--- src/rtl/div_unit.sv ---
// -----------------------------------------------------------------------------
// div_unit
//   Iterative radix-2 restoring divider for RV32M DIV / DIVU / REM / REMU.
//   Sits beside the EX-stage ALU: a one-cycle start request is accepted in
//   IDLE, the unit stays busy while it iterates (one quotient bit per cycle),
//   and the registered result is presented with a one-cycle done pulse.
//   Divide-by-zero and signed overflow are resolved at accept time and skip
//   the iteration entirely.
//
// Ports
//   i_clk      clock, all state updates on the rising edge
//   i_rst_n    synchronous active-low reset
//   i_start    request strobe, only honoured in IDLE
//   i_select   operation: 00 DIV, 01 DIVU, 10 REM, 11 REMU
//   i_data1    dividend, sampled with i_start
//   i_data2    divisor, sampled with i_start
//   o_busy     high whenever the unit is not IDLE
//   o_done     one-cycle pulse, o_result valid in this cycle
//   o_result   quotient or remainder, held until the next accepted request
// -----------------------------------------------------------------------------
module div_unit #(
  parameter int XLEN = 32
) (
  input  logic            i_clk,
  input  logic            i_rst_n,
  input  logic            i_start,
  input  logic [1:0]      i_select,
  input  logic [XLEN-1:0] i_data1,
  input  logic [XLEN-1:0] i_data2,
  output logic            o_busy,
  output logic            o_done,
  output logic [XLEN-1:0] o_result
);

  localparam int CW = $clog2(XLEN);

  typedef enum logic [1:0] {
    S_IDLE   = 2'd0,
    S_CALC   = 2'd1,
    S_FINISH = 2'd2
  } state_t;

  state_t          r_state;
  logic [1:0]      r_sel;
  logic            r_qneg;
  logic            r_rneg;
  // The partial remainder is always smaller than the divisor after each
  // restoring step, so its 33rd bit is never set once stored; only the trial
  // subtraction needs the extra bit to carry the sign.
  logic [XLEN-1:0] r_rem;
  logic [XLEN-1:0] r_quo;
  logic [XLEN-1:0] r_div;
  logic [CW-1:0]   r_cnt;
  logic            r_busy;
  logic            r_done;
  logic [XLEN-1:0] r_result;

  // select[1] picks the remainder, select[0] marks the unsigned variants
  logic            w_is_rem;
  logic            w_is_signed;
  logic [XLEN-1:0] w_dvd_mag;
  logic [XLEN-1:0] w_div_mag;
  logic            w_div_zero;
  logic            w_overflow;
  logic [XLEN:0]   w_shifted;
  logic [XLEN:0]   w_trial;
  logic            w_trial_neg;
  logic [XLEN-1:0] w_rem_nxt;
  logic [XLEN-1:0] w_quo_nxt;
  logic [XLEN-1:0] w_quo_final;
  logic [XLEN-1:0] w_rem_final;

  localparam logic [XLEN-1:0] MIN_NEG = {1'b1, {(XLEN-1){1'b0}}};

  function automatic logic [XLEN-1:0] magnitude(input logic [XLEN-1:0] v,
                                                input logic            is_signed);
    return (is_signed && v[XLEN-1]) ? (~v + 1'b1) : v;
  endfunction

  assign w_is_rem    = i_select[1];
  assign w_is_signed = ~i_select[0];
  assign w_dvd_mag   = magnitude(i_data1, w_is_signed);
  assign w_div_mag   = magnitude(i_data2, w_is_signed);
  assign w_div_zero  = (i_data2 == '0);
  assign w_overflow  = w_is_signed && (i_data1 == MIN_NEG) && (i_data2 == '1);

  // One restoring step: bring down the next dividend bit and try to subtract.
  // A set sign bit in the trial means the divisor did not fit.
  assign w_shifted   = {1'b0, r_rem, r_quo[XLEN-1]};
  assign w_trial     = w_shifted - {1'b0, r_div};
  assign w_trial_neg = w_trial[XLEN];
  assign w_rem_nxt   = w_trial_neg ? w_shifted[XLEN-1:0] : w_trial[XLEN-1:0];
  assign w_quo_nxt   = {r_quo[XLEN-2:0], ~w_trial_neg};

  // Sign fix-up: quotient truncates toward zero, remainder follows dividend
  assign w_quo_final = r_qneg ? (~w_quo_nxt + 1'b1) : w_quo_nxt;
  assign w_rem_final = r_rneg ? (~w_rem_nxt + 1'b1) : w_rem_nxt;

  // NOTE: all state below is updated with non-blocking assignments so every
  // register samples the pre-edge values of the others, exactly like flops.
  always_ff @(posedge i_clk) begin
    if (!i_rst_n) begin
      r_state  <= S_IDLE;
      r_sel    <= '0;
      r_qneg   <= 1'b0;
      r_rneg   <= 1'b0;
      r_rem    <= '0;
      r_quo    <= '0;
      r_div    <= '0;
      r_cnt    <= '0;
      r_busy   <= 1'b0;
      r_done   <= 1'b0;
      r_result <= '0;
    end else begin
      unique case (r_state)
        S_IDLE: begin
          r_done <= 1'b0;
          if (i_start) begin
            r_sel  <= i_select;
            r_qneg <= w_is_signed & (i_data1[XLEN-1] ^ i_data2[XLEN-1]);
            r_rneg <= w_is_signed & i_data1[XLEN-1];
            r_rem  <= '0;
            r_quo  <= w_dvd_mag;
            r_div  <= w_div_mag;
            r_cnt  <= CW'(XLEN - 1);
            r_busy <= 1'b1;
            if (w_div_zero) begin
              r_result <= w_is_rem ? i_data1 : '1;
              r_done   <= 1'b1;
              r_state  <= S_FINISH;
            end else if (w_overflow) begin
              r_result <= w_is_rem ? '0 : MIN_NEG;
              r_done   <= 1'b1;
              r_state  <= S_FINISH;
            end else begin
              r_state  <= S_CALC;
            end
          end
        end

        S_CALC: begin
          r_rem <= w_rem_nxt;
          r_quo <= w_quo_nxt;
          r_cnt <= r_cnt - 1'b1;
          // Last bit: the result is formed from this step's next values so it
          // is already registered when DONE rises in FINISH.
          if (r_cnt == '0) begin
            r_result <= r_sel[1] ? w_rem_final : w_quo_final;
            r_done   <= 1'b1;
            r_state  <= S_FINISH;
          end
        end

        S_FINISH: begin
          r_done  <= 1'b0;
          r_busy  <= 1'b0;
          r_state <= S_IDLE;
        end

        default: begin
          r_done  <= 1'b0;
          r_busy  <= 1'b0;
          r_state <= S_IDLE;
        end
      endcase
    end
  end

  assign o_busy   = r_busy;
  assign o_done   = r_done;
  assign o_result = r_result;

endmodule

--- config.mk ---
export PLATFORM = sky130hd
export DESIGN_NAME = div_unit
export DESIGN_NICKNAME = d
export VERILOG_FILES = /design/src/rtl/div_unit.sv
export SDC_FILE = /design/constraint.sdc
export NUM_CORES = 1
export LEC_CHECK = 0
export CAP_MARGIN = 15
export CORE_ASPECT_RATIO = 2
export CORE_MARGIN = 8
export CORE_UTILIZATION = 34
export CTS_CLUSTER_SIZE = 28
export DETAILED_ROUTE_END_ITERATION = 8
export PLACE_DENSITY_LB_ADDON = 0.3
export SLEW_MARGIN = 20
export SYNTH_ARGS = -nofsm -noshare
export SYNTH_HDL_FRONTEND = slang
export SYNTH_SLANG_ARGS = --single-unit
--- constraint.sdc ---
create_clock -name i_clk -period 12.5 [get_ports i_clk]
set_input_delay 3.75 -clock i_clk [delete_from_list [all_inputs] [get_ports i_clk]]
set_output_delay 3.75 -clock i_clk [all_outputs]
set_load 0.05 [all_outputs]
==> run metrics <==
status finished, violations left; failing checks design-rule violations; WL final 45,230 um; Detail Placement HPWL 34,920 um; hold_ws 0.4578 ns; Synth Instances 1,509; maximum vdd drop 79.95 uV; syn nets 1,618; synthesized flop and latch total 140; HP Start r_div[21]$_SDFFE_PN0P_; EDFF count, synth 0; RSZ-0062 raised after global routing false; initial antenna violation count 1; Non-Filler Instances 1,995; Mapped Avg Cell Area between 7 and 8 um^2; synth unique cells 79; Tightest Pin Transition 1.001 ns; clock sinks 140; area grow syn2layout 16.99%; Worst Setup End Kind register; TritonCTS Buffers 17; Die H roughly 270 um; number of fill cells 3,498; residual DRC count 6; CTS Buffer Depth 2; wire length per cell 22.67 um; first-pass GRT wire length 68,590 um; Util after Layout approximately 40%; total negative slack 0 ns; Pwr per Cell Area 115.9 nW/um^2; Final Hold Fails 0; Worst-path clk slew 0.06 ns; fraction of layout cells with a size suffix above 1 6.274%; synth warn 0; # IOs 103; largest net degree at the start of global routing 90; GRT overflow 0; WS Path Type input port to register; Placer Congestion 0.9105; multi-input logic area 7781 um^2; Final ANT Viol Nets 0; DRT Pass-1 Iters 9; Tot Pwr 1.516 mW; final net count about 1.7k; Slew Viols, Final 0; Max Freq 121.9 MHz; post-synthesis sequential area ratio between 20% and 30%; Slew headroom 32.31%; Worst R2R Start r_div[0]$_SDFFE_PN0P_; Worst Hold Class register to register; CP Launch Point i_data1[6]; main flop type after synthesis dfxtp_1; post-DR vias/cell 5.968; vias in the first global route 11.88k; clock root buffer clkbuf_16; Final Cycle Share 65.65%; total core area 32,700 um^2; Tmin final 8.206 ns; post-synthesis cell area 11,170 um^2; Leak 4.716 nW; Die ar. 39,270 um^2; Seq. cell area roughly 2800 um^2; Chip Width roughly 140 um; total number of vias 11.91k; worst-path fanout max 65; Post-CTS Setup Bufs 0; ys async rst share 0%; FP Rows 94; Placed Instances 1,963; number of buffers added on ports 102; endpoints failing setup 0; skew final 0.01138 ns; worst skew pair latency 0.46 ns; CP Launch Type input port; initial core utilization around a third; GR Util All Layers 23.20%; cts hold-fix bufs 0; Critical Path AT 8.55 ns; # H-tree levels 4; CP required between 10 and 15 ns; CTS tree yes; DRT iter0 DRCs 960; maxcap violations 0; # resized after CTS 0
synth_stat cells (all sizes together), types with 8 or more instances:
cell type | instances | area (um^2)
a211oi | 36 | 270.3
a21o | 15 | 112.6
a21oi | 126 | 638.1
a222oi | 30 | 300.3
a22oi | 13 | 97.59
a311oi | 8 | 70.07
a31oi | 16 | 100.1
and2 | 13 | 83.84
buf | 18 | 78.82
clkbuf | 81 | 304.0
dfxtp | 140 | 2803
ha | 39 | 488.0
inv | 60 | 225.2
mux2 | 12 | 138.9
mux2i | 26 | 260.3
nand2 | 101 | 379.1
nand2b | 9 | 56.30
nand3 | 28 | 140.1
nand4 | 20 | 131.4
nor2 | 210 | 788.3
nor3 | 28 | 145.1
nor4 | 18 | 112.6
o211ai | 16 | 125.1
o21ai | 130 | 650.6
o31ai | 24 | 180.2
o41ai | 10 | 87.58
or2 | 8 | 50.05
or3 | 28 | 185.2
or4 | 17 | 127.6
xnor2 | 66 | 578.1
xor2 | 56 | 490.5
registers in the layout (all words and copies together), names as in the netlist, 2 cells and up:
register and count:
r_rem 32, r_div 32, r_cnt 5, o_result 32
r_quo 32, r_state 2
critical path: stages:
cell             delay (ns)
clkdlybuf4s50_1        0.49
or4_1                  0.62
or4_1                  0.48
nor3_1                 0.50
nor4b_1                0.88
a21bo_2                0.29
nor2_1                 0.05
nor3_2                 0.16
buf_4                  0.52
nand2_1                0.19
inv_1                  0.14
nand2_1                0.11
o32ai_1                0.34
path summary, 6_finish.rpt:
path	end	slack, ns	cells after the start
max	o_result[23]$_SDFFE_PN0P_	4.29	13
min	r_div[21]$_SDFFE_PN0P_	0.46	2
max reg2reg	o_result[24]$_SDFFE_PN0P_	5.88	20
min reg2reg	r_div[21]$_SDFFE_PN0P_	0.46	2
kinds of logic (layout without fill, tap and decap cells):
kind of cell               Yosys count  after routing  share of synthesized area, %
xor gates and xnor gates           122            122                         9.562
buffers and inverters              161            214                         5.509
DFF                                140            140                         25.08
other                                0              1                             0
muxes                               38             38                         3.572
adders and majority gates           40             40                         4.546
and+or+nand+nor                    513            513                         22.04
AOI/OAI and AO/OA                  495            495                         29.69
per-stage QoR:
step	area (um^2)	setup WS, ns
5_1_grt	13070	4.162
2_1_floorplan	11170	5.527
4_1_cts	13070	4.491
3_3_place_gp	12520	4.208
3_5_place_dp	12520	4.114
6_report	13070	4.294
per-layer routing:
layer | track usage (%) | vias up | part of all wire [%]
met5 | 0 | - | 0
met4 | 20.05 | 0 | 9.3
met3 | 3.736 | 152 | 3.5
met2 | 43.57 | 397 | 54
met1 | 20.74 | 5727 | 33
li1 | - | 5630 | -
layout by cell type (no fill, tap or decap), types with 16 or more instances in the layout:
| master | count |
|---|---|
| a211oi_1 | 36 |
| nand4_1 | 19 |
| a21oi_1 | 124 |
| o21ai_0 | 129 |
| o31ai_1 | 24 |
| a222oi_1 | 30 |
| inv_1 | 60 |
| nand2_1 | 101 |
| dfxtp_1 | 140 |
| xnor2_1 | 66 |
| or4_1 | 17 |
| xor2_1 | 56 |
| clkdlybuf4s50_1 | 102 |
| buf_4 | 19 |
| ha_1 | 39 |
| nand3_1 | 28 |
| mux2i_1 | 26 |
| nor2_1 | 208 |
| nor4_1 | 18 |
| clkbuf_16 | 17 |
| or3_1 | 26 |
| a31oi_1 | 16 |
| nor3_1 | 26 |
area by class of cell:
cell class	count	area share, %
repair buffers	121	8.901
diodes	1	0.01914
well taps	432	4.135
clock inverters	13	0.9093
flip-flops and latches	140	21.44
multi-input cells	1208	59.52
inverters	62	1.790
clock buffers	18	3.283
where the power goes:
group / internal (mW) / switching [mW]
logic: 0.173 / 0.324
clock network: 0.273 / 0.226
registers: 0.481 / 0.0380
(Power assumes the default switching activity.)
